<file path="config.mk">
export PLATFORM = sky130hd
export DESIGN_NAME = x_branch_predict_unit
export DESIGN_NICKNAME = d
export VERILOG_FILES = /design/src/rtl/x_branch_predict_unit.sv
export SDC_FILE = /design/constraint.sdc
export NUM_CORES = 1
export LEC_CHECK = 0
export CORE_AREA = 2 2 178 180
export CTS_CLUSTER_SIZE = 16
export DETAILED_ROUTE_END_ITERATION = 12
export DIE_AREA = 0 0 180 182
export PLACE_DENSITY_LB_ADDON = 0.15
export SLEW_MARGIN = 20
export SYNTH_ARGS = -nofsm -noshare
export SYNTH_HDL_FRONTEND = slang
export SYNTH_SLANG_ARGS = --single-unit
</file>
<file path="constraint.sdc">
create_clock -name clk -period 14.5 [get_ports clk]
set_input_delay 2.9 -clock clk [delete_from_list [all_inputs] [get_ports clk]]
set_output_delay 2.9 -clock clk [all_outputs]
set_load 0.01 [all_outputs]
</file>
<file path="src/rtl/x_branch_predict_unit.sv">
// x_branch_predict_unit
//
// Execute-stage branch resolution with a direct-mapped table of saturating
// counters. The fetch stage gets a combinational taken/not-taken prediction;
// the execute stage resolves the branch against the prediction it carried
// down the pipe, redirects only on a mispredict, and then holds flush for
// FLUSH_CYCLES cycles in total so deeper pipelines can drain.
//
// Ports
//   clk, reset          clock, asynchronous active-high reset
//   f_valid, f_pc       fetch lookup request
//   f_pred_taken        prediction for f_pc (reads pre-update table)
//   x_valid, x_opcode,
//   x_funct3, x_pc      execute-stage instruction
//   x_pred_taken        prediction that travelled with this instruction
//   BrEq, BrLT          comparator results
//   BrUn                unsigned compare select to the comparator
//   redirect            PC override this cycle (mispredict only)
//   redirect_sel        0 = branch target, 1 = x_pc+4
//   flush               squash younger instructions
//   branch_taken        resolved branch outcome
//   branch_count        resolved branches (wraps)
//   mispredict_count    mispredicted branches (wraps)
//
// state    | meaning
// ---------+---------------------------------------------------------------
// ST_IDLE  | branches resolve normally
// ST_FLUSH | post-mispredict window: flush held, X-stage branches ignored

module x_branch_predict_unit #(
    parameter int BHT_DEPTH    = 64,
    parameter int CTR_BITS     = 2,
    parameter int FLUSH_CYCLES = 2,
    parameter int STAT_BITS    = 32
) (
    input  logic                 clk,
    input  logic                 reset,
    input  logic                 f_valid,
    input  logic [31:0]          f_pc,
    output logic                 f_pred_taken,
    input  logic                 x_valid,
    input  logic [6:0]           x_opcode,
    input  logic [2:0]           x_funct3,
    input  logic [31:0]          x_pc,
    input  logic                 x_pred_taken,
    input  logic                 BrEq,
    input  logic                 BrLT,
    output logic                 BrUn,
    output logic                 redirect,
    output logic                 redirect_sel,
    output logic                 flush,
    output logic                 branch_taken,
    output logic [STAT_BITS-1:0] branch_count,
    output logic [STAT_BITS-1:0] mispredict_count
);

    localparam int IDX_W = $clog2(BHT_DEPTH);
    localparam int CNT_W = $clog2(FLUSH_CYCLES + 1);
    localparam logic [6:0] OPC_BRANCH = 7'b1100011;
    localparam logic [CTR_BITS-1:0] CTR_INIT = CTR_BITS'((1 << (CTR_BITS - 1)) - 1);
    localparam logic [CTR_BITS-1:0] CTR_MAX  = {CTR_BITS{1'b1}};

    typedef enum logic {ST_IDLE, ST_FLUSH} state_t;

    state_t              state_q, state_nxt;
    logic [CNT_W-1:0]    cnt_q, cnt_nxt;
    logic [CTR_BITS-1:0] bht [BHT_DEPTH];
    logic [STAT_BITS-1:0] branch_count_q, mispredict_count_q;

    logic [IDX_W-1:0] f_idx, x_idx;
    logic             is_branch, f3_legal, outcome, resolve, mispredict;
    logic             unused_pc_bits;

    assign f_idx = f_pc[IDX_W+1:2];
    assign x_idx = x_pc[IDX_W+1:2];
    assign unused_pc_bits = ^{f_pc[31:IDX_W+2], f_pc[1:0], x_pc[31:IDX_W+2], x_pc[1:0]};

    assign f_pred_taken = f_valid & bht[f_idx][CTR_BITS-1];

    assign is_branch = (x_opcode == OPC_BRANCH);

    always_comb begin
        outcome  = 1'b0;
        f3_legal = 1'b1;
        case (x_funct3)
            3'b000:  outcome = BrEq;
            3'b001:  outcome = ~BrEq;
            3'b100:  outcome = BrLT;
            3'b101:  outcome = ~BrLT;
            3'b110:  outcome = BrLT;
            3'b111:  outcome = ~BrLT;
            default: f3_legal = 1'b0;
        endcase
    end

    // Gating with reset keeps the flush/redirect outputs quiet the moment
    // reset rises, even if the X-stage inputs still show a mispredict.
    assign resolve    = ~reset & x_valid & is_branch & f3_legal & (state_q == ST_IDLE);
    assign mispredict = resolve & (outcome != x_pred_taken);

    // FSM: state register
    always_ff @(posedge clk or posedge reset) begin
        if (reset) begin
            state_q <= ST_IDLE;
            cnt_q   <= '0;
        end else begin
            state_q <= state_nxt;
            cnt_q   <= cnt_nxt;
        end
    end

    // FSM: next state. cnt holds the flush cycles still owed after the
    // mispredict cycle itself, so the window is exactly FLUSH_CYCLES long.
    always_comb begin
        state_nxt = state_q;
        cnt_nxt   = cnt_q;
        case (state_q)
            ST_IDLE: begin
                if (mispredict && FLUSH_CYCLES > 1) begin
                    state_nxt = ST_FLUSH;
                    cnt_nxt   = CNT_W'(FLUSH_CYCLES - 1);
                end
            end
            ST_FLUSH: begin
                if (cnt_q <= CNT_W'(1)) begin
                    state_nxt = ST_IDLE;
                    cnt_nxt   = '0;
                end else begin
                    cnt_nxt = cnt_q - CNT_W'(1);
                end
            end
            default: begin
                state_nxt = ST_IDLE;
                cnt_nxt   = '0;
            end
        endcase
    end

    // FSM: outputs
    always_comb begin
        redirect     = mispredict;
        redirect_sel = ~outcome;
        branch_taken = resolve & outcome;
        flush        = mispredict | (state_q == ST_FLUSH);
        BrUn         = ~reset & is_branch & (x_funct3[2:1] == 2'b11);
    end

    always_ff @(posedge clk or posedge reset) begin
        if (reset) begin
            for (int i = 0; i < BHT_DEPTH; i++) bht[i] <= CTR_INIT;
        end else if (resolve) begin
            if (outcome && bht[x_idx] != CTR_MAX)
                bht[x_idx] <= bht[x_idx] + CTR_BITS'(1);
            else if (!outcome && bht[x_idx] != '0)
                bht[x_idx] <= bht[x_idx] - CTR_BITS'(1);
        end
    end

    always_ff @(posedge clk or posedge reset) begin
        if (reset) begin
            branch_count_q     <= '0;
            mispredict_count_q <= '0;
        end else begin
            if (resolve)
                branch_count_q <= branch_count_q + STAT_BITS'(1);
            if (mispredict)
                mispredict_count_q <= mispredict_count_q + STAT_BITS'(1);
        end
    end

    assign branch_count     = branch_count_q;
    assign mispredict_count = mispredict_count_q;

endmodule

</file>
Word level (Yosys, flattened, before mapping)
Index checks and enable logic that the tools add are counted.
{"block": "word_totals", "regBits": 195, "elab_cells": 135, "output_inout_bits": 70}
{"block": "op_classes", "addsub": 5, "n_bitwise": 17, "order_cmp": 4, "reduce_logical": 11, "eq_ne": 10, "mux": 20}
{"operator": "bitwise mux 128 bit", "count": 2}
{"operator": "2-to-1 mux 128 bit", "count": 2}
{"operator": "adder 32 x 1 -> 32 bit, second input constant", "count": 2}
{"operator": "binary-select mux 2 bit (select 6 bit)", "count": 2}
{"operator": "greater-or-equal comparator 7 bit, second input constant", "count": 2}
{"operator": "2-to-1 mux 2 bit", "count": 7}
{"operator": "NOT 6 -> 7 bit", "count": 2}
{"operator": "demux 2 bit (select 6 bit)", "count": 1}
{"operator": "== test 3 bit, second input constant", "count": 4}
{"operator": "bitwise AND 1 bit", "count": 9}
{"operator": "== test 7 bit, second input constant", "count": 1}
{"operator": "< comparator 7 x 1 -> 1 bit, second input constant", "count": 1}
{"operator": "OR reduction 6 bit", "count": 1}
{"operator": "NOT 1 bit", "count": 5}
{"operator": "!= test 2 bit, second input constant", "count": 2}
{"operator": "case mux 1 bit (4 select lines)", "count": 1}
{"operator": "case mux 2 bit (2 select lines)", "count": 1}
{"operator": "nonzero test 2 bit", "count": 2}
{"operator": "OR reduction 2 bit", "count": 2}
{"operator": "subtractor 2 x 1 -> 2 bit, second input constant", "count": 2}
{"operator": "== test 3 x 1 -> 1 bit, second input constant", "count": 1}
{"operator": "logical AND 1 bit", "count": 3}
{"operator": "zero test 3 bit", "count": 1}
{"operator": "2-to-1 mux 1 bit", "count": 3}
{"operator": "other kinds (8)", "count": 8}

Logic depth before layout (Yosys ltp)
Gate-level depths: netlist (run 1).
{"block": "depth", "ltp_word": 8, "mapped_depth": 17, "ltp_nobuf": 12}

Worst setup path after synthesis (run 1)
No wires, ideal clock.
{"block": "synth_timing", "kind": "input port to output port", "startpoint": "input port f_pc[2]", "endpoint": "output port f_pred_taken", "stages": 7, "slack_ps": 6851, "arrival_time_ps": 4749, "t_required_ps": 11600, "cell_sequence": "buf_2 buf_2 mux4_2 a2111oi_0 nor4b_1 a22oi_1 o21ai_0"}
{"block": "synth_between", "elab_chain_len": 5}
{"item": "start, declared", "line": "39", "source": "input logic [31:0] f_pc,"}
{"item": "NOT 6 -> 7 bit (not written as such)", "line": "78", "source": "assign f_pred_taken = f_valid & bht[f_idx][CTR_BITS-1];"}
{"item": "binary-select mux 2 bit (select 6 bit)", "line": "78"}
{"item": "2-to-1 mux 2 bit (not written as such) (2 in series)", "line": "78"}
{"item": "bitwise AND 1 bit", "line": "78"}
{"item": "end, declared", "line": "40", "source": "output logic f_pred_taken,"}
Every way passes these cells. The select of a mux whose other input is x is not followed.

Worst setup path after layout (run 1)
{"block": "layout_timing", "startpoint": "input port f_pc[3]", "endpoint": "output port f_pred_taken"}
The elaborated chain is that of the path after synthesis.

==> impl.org, run 1 <==
** Timing
- Post-layout worst setup margin :: 5.507 ns
- The worst path needs 8.993 ns of the cycle, external delays included.
- Unrepaired setup endpoints after global routing :: false
- Final critical-path share of the clock period :: 62.02%
- Slew Limit Headroom :: 17.34%
- Setup-violating endpoint count in the final report :: 0
- Post-Route Skew :: 0.01653 ns
- Worst Hold Slack :: 0.4674 ns
- The number of hold violations in the final report came to 0.
- F_max :: 111.2 MHz
- At the pin with the least slew margin, the transition time is 1.233 ns.
- Final count of pins violating max slew :: 0
- Total negative slack for setup checks :: 0 ns

** Synthesis
- Summing every instance area after synthesis gives 10060 µm².
- Count of flip-flops with a built-in enable after synthesis :: 0
- The share of the Yosys chip area taken by registers is 49.31%.
- The synthesized netlist contains 60 unique library cells.
- Most used flip-flop cell after synthesis :: sky130_fd_sc_hd__dfrtp_1
- The Yosys step of the flow raised 0 warnings.
- Synthesized flop and latch total :: 195
- Post-synth ARST share :: 100.0%
- Averaged over all synthesized cells, the footprint is 10.43 µm².
- Synthesis produced 964 cells.
- Number of nets in the synthesized netlist :: 1049

** Critical path
- Master of the slowest instance on the critical path :: sky130_fd_sc_hd__clkdlybuf4s50_1
- Crit. Startpoint :: f_pc[3]
- Cell occurring most often along the worst timing path :: sky130_fd_sc_hd__clkdlybuf4s50_1
- Maximum fanout count along the critical path :: 16
- Critical path class :: input pin to output pin
- For the worst setup path, the data required time is 11.60 ns.
- For this run, the slowest stage of the critical path takes 1.17 ns.
- STA classifies the critical path startpoint as an input pin.
- Worst setup EP type :: output pin
- Data arrival, critical path :: 6.09 ns
- Critical path cell sequence :: clkdlybuf4s50_1, mux4_2, mux2_2, nor3b_1, nor4b_1, nor2_1, o21ai_0, clkdlybuf4s50_1

** Detailed routing
- In the routed design, unresolved DRC markers number 0.
- Routed via count divided by cell count :: 5.550
- The first TritonRoute pass finished after 5 iterations.
- For this block, the initial DRC count from the detailed router was 693.
- For this block, the via count after detailed routing is 8008.
- After detailed routing, the average wire length per cell comes to 21.94 µm.
- Count of antenna-violating nets left after detailed routing :: 0
- For this block, the routed nets add up to 31.66 mm of wire.

** Placed design
- Pre-CTS setup slack :: 5.559 ns
- The wire-length estimate of the detail-placed layout is 19.85 mm.
- During placement, the flow inserted port buffers numbering 98.
- Routability-driven placement finished with a final weighted congestion of 0.7700.

** Job
- Max-cap violations in this run came to 0.

** Floorplan
- Number of placed I/O pins :: 151
- Core Box Area :: 30990 µm²
- Height of the die :: 182 µm
- The floorplan step set the die width to 180 µm.
- Initial Utilization :: 32.46%
- Number of core rows :: 65
- The die covers 32760 µm².

** Clocking
- Number of hold buffers added after cts :: 0
- Total of cells resized after clock tree synthesis :: 0
- Worst-Skew Late Latency :: 0.46 ns
- CTS H-tree depth :: 4
- Number of buffers on the longest clock path :: 2
- Clock tree sinks :: 195
- TritonCTS Buffers :: 17
- Clock-pin slew was measured on the worst setup and hold paths at 0.07 ns.
- The root buffer cell chosen for the clock tree is sky130_fd_sc_hd__clkbuf_16.
- TritonCTS clock tree :: built
- Setup Fix Bufs, Post-CTS :: 0

** Global routing
- Global-route wire length before repair :: 49.83 mm
- For met2 alone, demand over resource in global routing was 30.94%.
- Aggregate global routing overflow :: 0
- Largest net degree at the start of global routing :: 123
- The layer flagged by global routing as most heavily used is met2.
- Met1 demand-to-capacity share in global routing :: 27.27%
- Antenna violations before repair :: 0
- The number of global-route vias before repair was 8076.
- Grt met3 use :: 4.031%
- Total routing resource utilization after global routing :: 19.95%

** Power
- Static leakage :: 4.616 nW
- For this design the ratio of total power to cell area is 92.35 nW/µm².
- VDD sags by at most 0.00007704 V.

** Worst hold path
- The tightest min-delay check is of the flip-flop to flip-flop type.
- In this run the most critical hold path is launched from branch_count[31].

** Cells and area
- 0 antenna diodes ended up in the layout.
- For this run, the post-layout net count is 1113.
- The area growth from synthesis to layout is 18.73%.
- Layout cells sized above 1 :: 17.00%

** Run status
- The flow ran to the end, and the final reports show no timing, DRC or antenna violations.
[cell families (layout without fill, tap and decap cells)]
kind of cell	count (synthesis)	after routing	share of synthesized area, %
xor gates and xnor gates	67	67	5.834
and+or+nand+nor	268	268	13.87
muxes	66	66	11.10
AOI/OAI and AO/OA	292	292	16.27
buffers and inverters	72	149	3.122
adders and majority gates	4	4	0.4976
DFF	195	195	49.31
[power breakdown]
group	total (mW)	internal, mW	leakage [nW]	switching (mW)
sequential	0.546	0.545	2.48	0.000957
clock	0.473	0.244	0.267	0.229
combinational	0.0835	0.0229	1.87	0.0606
[metrics by stage]
stage	power, mW	std cells	instance area, µm²	utilization [%]
6_report	1.103	1443	11940	38.54
5_1_grt	1.147	1443	11940	38.54
4_1_cts	1.117	1443	11940	38.52
3_5_place_dp	0.6405	1411	11370	36.68
3_3_place_gp	0.6405	1411	11350	36.64
2_1_floorplan	0.6068	964	10060	-
[placed cells by master (no fill, tap or decap), drive strengths merged, types with 5 or more instances in the layout]
cell           netlist  final
a21oi                6      6
a221oi               6      6
a22oi               11     11
and3                 6      6
and4                 7      7
buf                 26     12
clkbuf              37     19
clkdlybuf4s50        0     96
dfrtp              131    131
dfstp               64     64
inv                  9     14
mux2                14     14
mux2i               17     17
mux4                35     35
nand2               99     99
nand2b               6      6
nand3               33     33
nand4               24     24
nor2                29     29
nor2b                9      9
nor3                23     23
nor3b                6      6
o21ai              239    239
o22ai                5      5
o31ai               10     10
or2                  6      6
xnor2               50     50
xor2                17     17
[layout make-up]
cell class / instances / area [µm²]
multi-input combinational: 697 / 4823
sequential: 195 / 4960
timing repair buffer: 108 / 1046
fill: 3073 / 19040
tap: 402 / 503.0
inverter: 9 / 41.29
clock buffer: 19 / 442.9
clock inverter: 13 / 126.4
[Yosys cell counts, types with 4 or more instances]
cell type	count	share of area, %
sky130_fd_sc_hd__nand2b_1	6	0.37
sky130_fd_sc_hd__nor3_2	9	0.90
sky130_fd_sc_hd__ha_1	4	0.50
sky130_fd_sc_hd__nor3_1	14	0.70
sky130_fd_sc_hd__or3_1	4	0.25
sky130_fd_sc_hd__a21oi_1	6	0.30
sky130_fd_sc_hd__or2_2	6	0.37
sky130_fd_sc_hd__a22oi_1	10	0.75
sky130_fd_sc_hd__and4_1	7	0.61
sky130_fd_sc_hd__o31ai_1	8	0.60
sky130_fd_sc_hd__o22ai_1	5	0.31
sky130_fd_sc_hd__o21ai_1	70	3.5
sky130_fd_sc_hd__nor3b_1	5	0.37
sky130_fd_sc_hd__nand3_1	33	1.6
sky130_fd_sc_hd__mux2_2	7	0.78
sky130_fd_sc_hd__o21ai_0	169	8.4
sky130_fd_sc_hd__mux4_2	35	7.8
sky130_fd_sc_hd__xor2_1	17	1.5
sky130_fd_sc_hd__nand4_1	24	1.5
sky130_fd_sc_hd__nor2_1	29	1.1
sky130_fd_sc_hd__dfrtp_1	131	33
sky130_fd_sc_hd__and3_1	6	0.37
sky130_fd_sc_hd__a221oi_1	6	0.52
sky130_fd_sc_hd__clkbuf_1	37	1.4
sky130_fd_sc_hd__mux2_1	7	0.78
sky130_fd_sc_hd__nor2b_1	9	0.56
sky130_fd_sc_hd__inv_1	8	0.30
sky130_fd_sc_hd__buf_2	20	1.0
sky130_fd_sc_hd__dfstp_2	64	17
sky130_fd_sc_hd__nand2_1	98	3.7
sky130_fd_sc_hd__mux2i_1	17	1.7
sky130_fd_sc_hd__xnor2_1	50	4.4
[worst max-delay path: cells and delay by family]
kind,cells,cell delay (ns)
compound gates,1,0.30
buf+inv,2,1.78
mux,2,0.58
simple gates,3,0.50
[routing by layer]
layer	share of wire [%]	vias up
met1	44	4052
met4	3.3	0
met5	0	-
li1	-	3669
met2	47	218
met3	5.1	69
[path summary, 6_finish.rpt]
check	to	slack (ns)	depth (start not counted)
max	f_pred_taken	5.51	8
min reg2reg	branch_count[31]	0.47	1
max in group asynchronous	bht[87]	9.92	3
min in group asynchronous	branch_count[30]	3.00	2
max reg2reg	bht[23]	9.19	12
min	branch_count[31]	0.47	1
(Power assumes the default switching activity.)
==> inputs of run 2 (changes only) <==
==> constraint.sdc (replaced) <==
create_clock -name clk -period 7.3 [get_ports clk]
set_input_delay 1.46 -clock clk [delete_from_list [all_inputs] [get_ports clk]]
set_output_delay 1.46 -clock clk [all_outputs]
set_load 0.01 [all_outputs]
==> run 2 against run 1 <==
Net effect: total power rose by 100%; non-clock buffer count up 24; die area unchanged; worst setup slack lost 4.4 ns; core utilization increased by 0.66 points; sequential share of layout area shrank 0.70 points; clock power up 110%.
==> impl.org, run 2 (synthesized netlist as in run 1, its figures left out) <==
** Run status
- The run finished with clean final reports.

** Placed design
- Estimated wirelength of the detail-placed design :: 20.91 mm (+5.3%)
- Buffers on Ports :: 98 (unchanged)
- The placer congestion estimate was 0.8559 (+11%).
- The placed standard-cell area is 11530 µm² (+1.5%).

** Floorplan
- Core Box Area :: 30990 µm² (unchanged)
- The chip height came to 182 µm (unchanged).
- Initial Utilization :: 32.46% (unchanged)
- Number of placed I/O pins :: 151 (unchanged)
- Die Width :: 180 µm (unchanged)
- Die area :: 32760 µm² (unchanged)
- The standard-cell row count was 65 (unchanged).

** Detailed routing
- DRC marker count from the first detailed-route iteration :: 665 (-4.0%)
- Count of antenna-violating nets left after detailed routing :: 0 (unchanged)
- Final routed wire length divided by cell count :: 21.47 µm (-2.1%)
- The number of detailed-route iterations in the first pass is 5 (unchanged).
- The total via count after detailed routing came to 8124 (+1.4%).
- Overall routed net length :: 31.50 mm (-0.49%)
- The remaining routing DRC violations is 0 (unchanged).
- The via-per-instance ratio was 5.538 (-0.21%).

** Clocking
- The number of gates given a new drive strength after cts was 0 (unchanged).
- CTS H-tree depth :: 4 (unchanged)
- The clock latency reported for the late side of the worst-skew pair came to 0.45 ns (about the same).
- The sink count of the clock tree came to 195 (unchanged).
- TritonCTS built the clock tree.
- The maximum buffer depth of the clock tree is 2 (unchanged).
- Setup Fix Bufs, Post-CTS :: 0 (unchanged)
- The tree is rooted in a sky130_fd_sc_hd__clkbuf_16.
- The number of hold buffers added after cts was 0 (unchanged).
- TritonCTS Buffers :: 17 (unchanged)
- The register clock-pin slew on the reported worst setup and hold paths was 0.06 ns (about the same).

** Global routing
- Aggregate global routing overflow :: 0 (unchanged)
- Largest net degree at the start of global routing :: 138 (+12%)
- The number of antenna violations at the first check in global routing came to 0 (unchanged).
- The number of global-route vias before repair is 7976 (-1.2%).
- Total routing resource utilization after global routing :: 19.49% (-0.45 points)
- The wire length of the first global-routing pass is 49.07 mm (-1.5%).

** Job
- Max_cap viols :: 0 (unchanged)

** Timing
- Final critical-path share of the clock period :: 84.21%
- Worst-Margin Slew :: 1.179 ns (-0.05413 ns)
- F_max :: 162.7 MHz
- Slew Limit Headroom :: 21.22% (+3.9 points)
- Worst Hold Slack :: 0.4680 ns (+0.0006360 ns)
- Setup-violating endpoint count in the final report :: 0 (unchanged)
- The final-layout setup total negative slack came to 0 ns (unchanged).
- The largest clock skew in the final design was 0.01404 ns (-0.002496 ns).
- Final Hold Vio Count :: 0 (unchanged)
- Setup repair after global routing left no endpoint under its margin.
- Final count of pins violating max slew :: 0 (unchanged)
- The worst path needs 6.148 ns of the cycle, external delays included.

** Critical path
- The worst setup slack for register-to-register paths was 3.25 ns (-5.94 ns).
- In this run the critical register-to-register path is captured at bht[63].
- In this run the worst setup path begins at f_pc[2].
- Maximum fanout count along the critical path :: 9 (-7)
- The worst setup path is launched from an input pin.
- Worst setup EP type :: output pin
- The cell count of the worst reg-to-reg path was 11 (-1).
- The worst endpoint required time came to 5.84 ns (-5.76 ns).
- Critical path class :: input pin to output pin
- The arrival time of the worst setup path came to 4.69 ns (-1.40 ns).

** Cells and area
- Post-layout net count :: 1137 (+2.2%)
- The total area of sequential cells came to 4960 µm² (unchanged).
- Relative to the synthesized area, the layout overhead comes to 20.76%.
- The number of fill cells in the layout came to 3011 (-2.0%).
- Final std cell area, no fill :: 12150 µm² (+1.7%)
- Leaving out fill and tap cells, the most frequent cell in the layout is sky130_fd_sc_hd__o21ai_0.
- The number of antenna cells inserted came to 0 (unchanged).
- Area of combinational cells with multiple inputs :: 4803 µm² (-0.42%)
- The proportion of layout cells with a drive suffix above 1 came to 18.78% (+1.8 points).
- Highest-count cells in the layout ignoring fill and taps :: 169 x sky130_fd_sc_hd__o21ai_0, 131 x sky130_fd_sc_hd__dfrtp_1, 98 x sky130_fd_sc_hd__nand2_1

** Power
- Maximum resistive drop on vdd :: 0.0001674 V (+120%)
- The power density over the cells came to 184.8 nW/µm² (+100%).
- The leakage component of the power came to 4.718 nW (+2.2%).

** Worst hold path
- Kind of path behind the tightest hold check :: flip-flop to flip-flop
- The worst hold path terminates at mispredict_count[31].
- The worst hold path begins at mispredict_count[31].
- The number of instances on the worst hold path was 1 (unchanged).
==> run 2: final cells by class <==
type | instances | area share (%)
Clock inverter | 12 | 1.288
Sequential cell | 195 | 40.83
Multi-Input combinational cell | 697 | 39.54
Inverter | 9 | 0.3399
Timing Repair Buffer | 132 | 10.09
Clock buffer | 20 | 3.760
Tap cell | 402 | 4.141
==> run 2: worst max path at each step <==
stage                   end  cells past startpoint
4_1_cts        f_pred_taken                      9
5_1_grt        f_pred_taken                      8
3_3_place_gp        bht[15]                     13
6_report       f_pred_taken                      9
3_5_place_dp        bht[47]                     13
2_1_floorplan      bht[101]                      1
==> run 2: power by group <==
part	internal (mW)	switching, mW
Sequential	1.08	0.00197
Clock	0.558	0.433
Combinational	0.0476	0.120
==> run 2: through the flow <==
step	util [%]	power (mW)	std cells	setup slack [ns]
final	39.20	2.244	1467	1.152
after global routing	39.20	2.326	1467	0.8743
after CTS	39.20	2.272	1467	1.125
after detailed placement	37.22	1.274	1435	0.9813
after global placement	37.22	1.275	1435	1.023
after floorplan	-	1.205	964	0.6337
==> run 2: metal layers <==
metal	share of wire [%]	vias up	wire, µm	global-route usage (%)
met5	0	-	0	0
met4	3.0	0	956	7.610
met3	5.7	55	1799	3.951
met2	47	253	14750	30.59
met1	44	4110	14000	26.55
li1	-	3706	-	-
==> run 2: worst max-delay path, cell delays in order <==
cell	delay (ns)
sky130_fd_sc_hd__clkdlybuf4s50_1	0.99
sky130_fd_sc_hd__buf_4	0.31
sky130_fd_sc_hd__mux4_2	0.54
sky130_fd_sc_hd__mux2_2	0.28
sky130_fd_sc_hd__nor3b_1	0.17
sky130_fd_sc_hd__nor4b_1	0.09
sky130_fd_sc_hd__a22oi_1	0.17
sky130_fd_sc_hd__o21ai_0	0.15
sky130_fd_sc_hd__clkdlybuf4s50_1	0.51
